[config.mk]
export PLATFORM = sky130hd
export DESIGN_NAME = seq_multiplier
export DESIGN_NICKNAME = d
export VERILOG_FILES = /design/src/rtl/seq_mul_pkg.sv /design/src/rtl/seq_mul_ctrl.sv /design/src/rtl/seq_mul_dp.sv /design/src/rtl/seq_multiplier.sv
export SDC_FILE = /design/constraint.sdc
export NUM_CORES = 1
export LEC_CHECK = 0
export CELL_PAD_IN_SITES_DETAIL_PLACEMENT = 1
export CELL_PAD_IN_SITES_GLOBAL_PLACEMENT = 1
export CORE_UTILIZATION = 45
export CTS_CLUSTER_DIAMETER = 40
export DETAILED_ROUTE_END_ITERATION = 8
export PLACE_DENSITY_LB_ADDON = 0.1
export SLEW_MARGIN = 20
export SYNTH_ARGS = -nofsm -noshare
export SYNTH_HDL_FRONTEND = slang
export SYNTH_SLANG_ARGS = --single-unit
[constraint.sdc]
create_clock -name clk -period 5.25 [get_ports clk]
set_clock_uncertainty 0.2 [all_clocks]
set_input_delay 0.525 -clock clk [delete_from_list [all_inputs] [get_ports clk]]
set_output_delay 0.525 -clock clk [all_outputs]
set_load 0.01 [all_outputs]
[src/rtl/seq_mul_pkg.sv]
// Shared definitions for the sequential repeated-addition multiplier:
// controller states, operand/product widths and the accumulator extension helper.
package seq_mul_pkg;

   localparam int OP_W   = 32;
   localparam int PROD_W = 64;

   typedef enum logic [2:0] {
      IDLE = 3'd0,
      LDM  = 3'd1,
      LDQ  = 3'd2,
      CHK  = 3'd3,
      ADD  = 3'd4,
      DONE = 3'd5
   } state_t;

   function automatic logic [PROD_W-1:0] zero_ext(input logic [OP_W-1:0] val);
      return {{(PROD_W-OP_W){1'b0}}, val};
   endfunction

endpackage

[src/rtl/seq_mul_ctrl.sv]
// Controller FSM: sequences operand loads, the add/decrement loop and the
// done handshake from datapath status flags.
module seq_mul_ctrl
   import seq_mul_pkg::*;
(
   input  logic clk,
   input  logic rst_n,
   input  logic start,
   input  logic eqz_m,
   input  logic neqz_m,
   input  logic eqz_q,
   input  logic neqz_q,
   input  logic q_one,
   output logic ld_m,
   output logic ld_q,
   output logic clr_p,
   output logic add_en,
   output logic dec_q,
   output logic done
);

   state_t state_r;
   state_t state_nxt_s;
   logic   done_r;

   // State register; done is registered from the next state so it lines up with DONE
   always_ff @(posedge clk or negedge rst_n) begin
      if (!rst_n) begin
         state_r <= IDLE;
         done_r  <= 1'b0;
      end else begin
         state_r <= state_nxt_s;
         done_r  <= (state_nxt_s == DONE);
      end
   end

   // Next-state and datapath strobes
   always_comb begin
      state_nxt_s = state_r;
      ld_m        = 1'b0;
      ld_q        = 1'b0;
      clr_p       = 1'b0;
      add_en      = 1'b0;
      dec_q       = 1'b0;
      case (state_r)
         IDLE: begin
            if (start) state_nxt_s = LDM;
            else       state_nxt_s = IDLE;
         end
         LDM: begin
            ld_m        = 1'b1;
            state_nxt_s = LDQ;
         end
         LDQ: begin
            ld_q        = 1'b1;
            clr_p       = 1'b1;
            state_nxt_s = CHK;
         end
         CHK: begin
            if (eqz_m || eqz_q) state_nxt_s = DONE;
            else                state_nxt_s = ADD;
         end
         ADD: begin
            // Never accumulate or decrement past zero, even if Q was corrupted
            add_en = neqz_m & neqz_q;
            dec_q  = neqz_m & neqz_q;
            if (q_one || eqz_q) state_nxt_s = DONE;
            else                state_nxt_s = ADD;
         end
         DONE: begin
            if (start) state_nxt_s = DONE;
            else       state_nxt_s = IDLE;
         end
         default: begin
            state_nxt_s = IDLE;
         end
      endcase
   end

   assign done = done_r;

endmodule

[src/rtl/seq_mul_dp.sv]
// Datapath: operand registers, 64-bit accumulator, multiplier down-counter
// and the zero/one status compares consumed by the controller.
module seq_mul_dp
   import seq_mul_pkg::*;
(
   input  logic              clk,
   input  logic              rst_n,
   input  logic [OP_W-1:0]   data_in,
   input  logic              ld_m,
   input  logic              ld_q,
   input  logic              clr_p,
   input  logic              add_en,
   input  logic              dec_q,
   output logic              eqz_m,
   output logic              neqz_m,
   output logic              eqz_q,
   output logic              neqz_q,
   output logic              q_one,
   output logic [PROD_W-1:0] product
);

   logic [OP_W-1:0]   m_r;
   logic [OP_W-1:0]   q_r;
   logic [PROD_W-1:0] p_r;

   // Operand, counter and accumulator registers; all hold when no strobe is active
   always_ff @(posedge clk or negedge rst_n) begin
      if (!rst_n) begin
         m_r <= {OP_W{1'b0}};
         q_r <= {OP_W{1'b0}};
         p_r <= {PROD_W{1'b0}};
      end else begin
         if (ld_m) m_r <= data_in;
         if (ld_q)       q_r <= data_in;
         else if (dec_q) q_r <= q_r - 32'd1;
         if (clr_p)       p_r <= {PROD_W{1'b0}};
         else if (add_en) p_r <= p_r + zero_ext(m_r);
      end
   end

   assign eqz_m   = (m_r == {OP_W{1'b0}});
   assign neqz_m  = ~eqz_m;
   assign eqz_q   = (q_r == {OP_W{1'b0}});
   assign neqz_q  = ~eqz_q;
   assign q_one   = (q_r == 32'd1);
   assign product = p_r;

endmodule

[src/rtl/seq_multiplier.sv]
// Sequential 32x32 unsigned multiplier by repeated addition; the top level
// only connects the controller to the datapath.
module seq_multiplier
   import seq_mul_pkg::*;
(
   input  logic              clk,
   input  logic              rst_n,
   input  logic              start,
   input  logic [OP_W-1:0]   data_in,
   output logic              done,
   output logic [PROD_W-1:0] product
);

   logic ld_m_s, ld_q_s, clr_p_s, add_en_s, dec_q_s;
   logic eqz_m_s, neqz_m_s, eqz_q_s, neqz_q_s, q_one_s;

   seq_mul_ctrl u_ctrl (
      .clk    (clk),
      .rst_n  (rst_n),
      .start  (start),
      .eqz_m  (eqz_m_s),
      .neqz_m (neqz_m_s),
      .eqz_q  (eqz_q_s),
      .neqz_q (neqz_q_s),
      .q_one  (q_one_s),
      .ld_m   (ld_m_s),
      .ld_q   (ld_q_s),
      .clr_p  (clr_p_s),
      .add_en (add_en_s),
      .dec_q  (dec_q_s),
      .done   (done)
   );

   seq_mul_dp u_dp (
      .clk     (clk),
      .rst_n   (rst_n),
      .data_in (data_in),
      .ld_m    (ld_m_s),
      .ld_q    (ld_q_s),
      .clr_p   (clr_p_s),
      .add_en  (add_en_s),
      .dec_q   (dec_q_s),
      .eqz_m   (eqz_m_s),
      .neqz_m  (neqz_m_s),
      .eqz_q   (eqz_q_s),
      .neqz_q  (neqz_q_s),
      .q_one   (q_one_s),
      .product (product)
   );

endmodule

# Word-level counts from Yosys, hierarchy flattened
# Index checks and enable logic that the tools add are counted.
dict set report totals {
  word_cells 35
  inputBits 35
  output_inout_bits 65
  regBits 132
}
dict set report op_classes {
  eq_ne 7
  n_reduce_logical 6
  bitwise_logic 3
  n_mux 12
  n_addsub 2
}
# cell n
set op_table {}
lappend op_table {{2-to-1 mux 64 bit} 2}
lappend op_table {{adder 64 x 32 -> 64 bit} 1}
lappend op_table {{zero test 32 bit} 2}
lappend op_table {{2-to-1 mux 32 bit} 2}
lappend op_table {{equality test 32 x 1 -> 1 bit, second input constant} 1}
lappend op_table {{subtractor 32 x 1 -> 32 bit, second input constant} 1}
lappend op_table {{one-hot mux 3 bit (6 select lines)} 1}
lappend op_table {{equality test 3 bit, second input constant} 3}
lappend op_table {{equality test 3 x 2 -> 1 bit, second input constant} 2}
lappend op_table {{2-to-1 mux 1 bit} 6}
lappend op_table {{equality test 3 x 1 -> 1 bit, second input constant} 1}
lappend op_table {{zero test 3 bit} 1}
lappend op_table {{2-to-1 mux 3 bit} 1}
lappend op_table {{logical OR 1 bit} 2}
lappend op_table {{inverter 1 bit} 2}
lappend op_table {{nonzero test 2 bit} 1}
lappend op_table {{AND 1 bit} 1}

# Depth between registers and ports, before layout
dict set report logic_depth {
  word_depth 6
  depth_mapped 13
  depth_no_buf 11
}

# Cells and area by module
# Synthesis repeated with hierarchy kept, for this count alone.
dict set report unflattened {
  cells_unflattened 894
  area_unflattened_um2 8170.3
}
# module n_inst area_per_inst_um2 cells_each
set by_module_without_submodules {}
lappend by_module_without_submodules {seq_mul_dp 1 7925.1 869}
lappend by_module_without_submodules {seq_mul_ctrl 1 245.2 25}

# Worst setup path after synthesis
# Ideal clock, no wire load.
dict set report synth_timing {
  path_kind {reg2reg}
  from {register u_dp.p_r[0], in the netlist u_dp.product[0]}
  to {register u_dp.p_r[38], in the netlist u_dp.product[38]}
  arrival_time_ps 2894
  path_stages_with_launch 14
  path_buffers 2
  slack_ps 2078
  required_time_ps 4972
  path_cell_list {dfrtp_1 -> ha_1 -> fa_1 -> a21o_1 -> a221oi_1 -> o21bai_2 -> o211ai_1 -> a21oi_1 -> nor2_1 -> o31a_1 -> buf_2 -> buf_4 -> o21ai_0 -> a21oi_1}
}
dict set report synth_between {
  elab_chain_cells 3
}
# element line_no
set synth_rtl {}
lappend synth_rtl {{start, declared} seq_mul_dp.sv:24} ;# logic [PROD_W-1:0] p_r;
lappend synth_rtl {{start signal, assigned} seq_mul_dp.sv:31} ;# p_r <= {PROD_W{1'b0}};
lappend synth_rtl {{start signal, assigned} seq_mul_dp.sv:36} ;# if (clr_p) p_r <= {PROD_W{1'b0}};
lappend synth_rtl {{start signal, assigned} seq_mul_dp.sv:37} ;# else if (add_en) p_r <= p_r + zero_ext(m_r);
lappend synth_rtl {{adder 64 x 32 -> 64 bit} seq_mul_dp.sv:37}
lappend synth_rtl {{2-to-1 mux 64 bit} seq_mul_dp.sv:37}
lappend synth_rtl {{2-to-1 mux 64 bit} seq_mul_dp.sv:36}
# Every way passes these cells. The select of a mux whose other input is x is not followed.
# A chain may end at the register's enable or synchronous reset.

# Final worst setup path
# Same ends and word-level chain as after synthesis.

==> qor.yml <==
cts:
  cts_tree: "done"
  cts.sinks: 132
  cts_hold_buf: 0
  path_clk_slew_ns: 0.06
  cts_setup_buffers: 0
  cts_made_buffers: 17
  ctsResizeCount: 0
  clock_latency_ns: 0.43
  cts_max_path_buffers: 2
  htreeDepth: 4
  cts_root_buf: "clkbuf_16"
run_status:
  outcome: "finished with violations"
  violations: "negative hold slack"
pwr:
  power_frac_seq_pct: 31.2
  switching_share_pct: 42.9
  finalPower_mw: 5.56
  p_leak_nw: 3.93
  peakVddDrop_mv: 0.272
  p_switching_mw: 2.39
  p_comb_share_pct: 48.0
  internal_power_mw: 3.17
  pwr-share-clk_pct: 20.9
  power_density_nw_per_um2: 578
yosys:
  netlist_area_um2: 7900
  ys.flop_type: "dfrtp_1"
  ys_ff_latch: 132
  async_flop_share_pct: 100
  yosysSeqAreaShare_pct: 41.8
  synth-edff-count: 0
  syn_area_per_cell_um2: 9.40
  ys_warn_count: 0
  synthCells: 841
  syn_nets: 912
  synth_cell_types: 73
routing:
  drc: 0
  drt-initial-drc-count: 224
  wl_mm: 23.9
  wl_per_cell_um: 20.6
  drt-met1-wl_mm: 10.4
  first_pass_iters: 4
  route.met2.wl_mm: 12.1
  drtAntennaViolNets: 0
  routed.top_layer: "met4"
  met3_length_um: 891
  viasPerCell: 6.07
  vias: 7043
worst_setup_path:
  crit_slowest_cell: "o31a_1"
  critPathLaunchType: "flop"
  slowest_delay_ns: 0.82
  timing.critical_path.buf_inv: 0
  path_cells: "ha_1 -> fa_1 -> a21o_1 -> a221oi_1 -> o21bai_2 -> o211ai_1 -> a21oi_1 -> nor2_1 -> o31a_1 -> o21ai_0 -> a21oi_1"
  path_class: "flop to flop"
  critPathTopFamily: "compound AO/OA/AOI/OAI gates"
  arrival_ns: 4.31
  crit_path_max_fanout: 29
  critical_path.endpoint_type: "flop"
  crit_path_frequent_cell: "a21oi_1"
  critPathRequiredTime_ns: 5.39
layout:
  layout_commonest_cell: "dfrtp_1"
  areaGrowthSynthToFinish_pct: 21.7
  diodes: 0
  layout.cells.most_common_list: "132 x dfrtp_1, 98 x clkdlybuf4s50_1, 86 x nand2_1"
  finish.net_count: 994
  final_area_um2: 9620
  drive_above_1_share_pct: 10.4
  fin_cells: 1161
  fin_util_pct: 55.8
timing:
  finalSetupViolCount: 0
  final_max_slew_viol_count: 0
  grt_setup_unrepaired: "no"
  max_freq_mhz: 240
  finalHoldWorstSlack_ns: -0.0196
  relSlewSlack_pct: 22.3
  fin_ws_ns: 1.08
  final.period_utilization_pct: 79.4
  final-hold-violation-count: 17
  finalCriticalPeriod_ns: 4.17
  tightest_slew_ns: 1.16
  setup_tns_ns: 0
place:
  dp_hpwl_mm: 17.1
  dp.cells: 1129
  place_area_um2: 9040
  gp_congestion: 0.983
  port-buffer-count: 99
  pre_cts_slack_ns: 1.12
floorplanning:
  dieWidth_um: 135
  num_rows: 48
  ioPinCount: 100
  core_um2: 17200
  start_util_pct: 45.9
  die_height_um: 135
  dieArea_um2: 18100
global_routing:
  track_usage_pct: 27.7
  grt_max_degree: 90
  grt_pass1_vias: 7476
  antenna_found_initial: 0
  grt-ovfl-total: 0
  grt_pass1_wl_mm: 39.0
hold_path:
  hold_class: "primary input to async pin"
run:
  drv_cap: 0
## worst reg2reg max path, cell delays in order, from the launching register on
cell and delay (ns):
dfrtp_1 0.40, ha_1 0.26, fa_1 0.43, a21o_1 0.23
a221oi_1 0.49, o21bai_2 0.20, o211ai_1 0.29, a21oi_1 0.12
nor2_1 0.25, o31a_1 0.82, o21ai_0 0.24, a21oi_1 0.17
## flip-flops by register name, summed over array words and instances (netlist names)
| name | cells |
|---|---|
| u_dp.product | 64 |
| u_dp.m_r | 32 |
| u_ctrl.state_r | 3 |
| u_ctrl.done | 1 |
| u_dp.q_r | 32 |
## worst paths after layout
path	from	to	slack, ns	cells after the start
min in group clk	u_dp.product[63]	u_dp.product[63]	0.29	1
min	rst_n	u_dp.product[4]	-0.02	1
max	u_dp.product[0]	u_dp.product[38]	1.08	11
max in group asynchronous	rst_n	u_dp.m_r[18]	3.78	2
max reg2reg	u_dp.product[0]	u_dp.product[38]	1.08	11
min reg2reg	u_dp.product[63]	u_dp.product[63]	0.29	1
## cell families after synthesis
kind of cell,after synthesis,synth area share [%]
fa+ha+maj,36,5.79
xor+xnor,43,4.76
mux,37,5.19
simple gates,305,20.5
buf+inv,56,3.23
compound gates,232,18.7
flops,132,41.8
## routing by layer
layer / vias to the layer above / track usage, %
met3: 40 / 5.29
met2: 142 / 48.4
met5: - / 0
met1: 3558 / 34.2
met4: 0 / 9.61
li1: 3303 / -
## area by class of cell
class                           count  area, um2
Fill cell                        1932       7620
Multi-Input combinational cell    653       4370
Sequential cell                   132       3300
Timing Repair Buffer              106       1040
Clock buffer                       22        474
Tap cell                          225        282
Clock inverter                     10        100
Inverter                           13       48.8
## synthesized netlist by cell type (all sizes together), types with 4 or more instances
library cell | instances | area, um2
a31oi | 4 | 25.0
a211oi | 6 | 45.0
mux2i | 5 | 50.1
nor2b | 8 | 50.1
o31ai | 14 | 105
inv | 13 | 48.8
nand2 | 87 | 329
a21o | 14 | 105
a211o | 5 | 45.0
dfrtp | 132 | 3300
and3 | 9 | 56.3
a221o | 4 | 40.0
o21bai | 4 | 33.8
o21a | 6 | 45.0
nand2b | 5 | 31.3
nand4 | 16 | 121
nor4 | 18 | 155
nor2 | 49 | 196
a21oi | 61 | 305
o211ai | 17 | 128
or3 | 8 | 65.1
nand3 | 62 | 315
xnor2 | 24 | 210
o21ai | 64 | 320
mux2 | 32 | 360
o311ai | 11 | 96.4
xor2 | 19 | 166
ha | 35 | 438
a22oi | 7 | 52.6
buf | 25 | 139
nor3 | 18 | 110
or4 | 16 | 120
clkbuf | 18 | 67.6
## power by group through the flow
stage               Clock, mW  Combinational (mW)  Sequential (mW)
floorplan                   0                1.89             1.65
CTS                      1.19                2.67             1.72
global placement            0                2.52             1.70
finish                   1.16                2.67             1.73
detailed placement          0                2.65             1.73
global route             1.22                2.94             1.78
(Power assumes the default switching activity.)
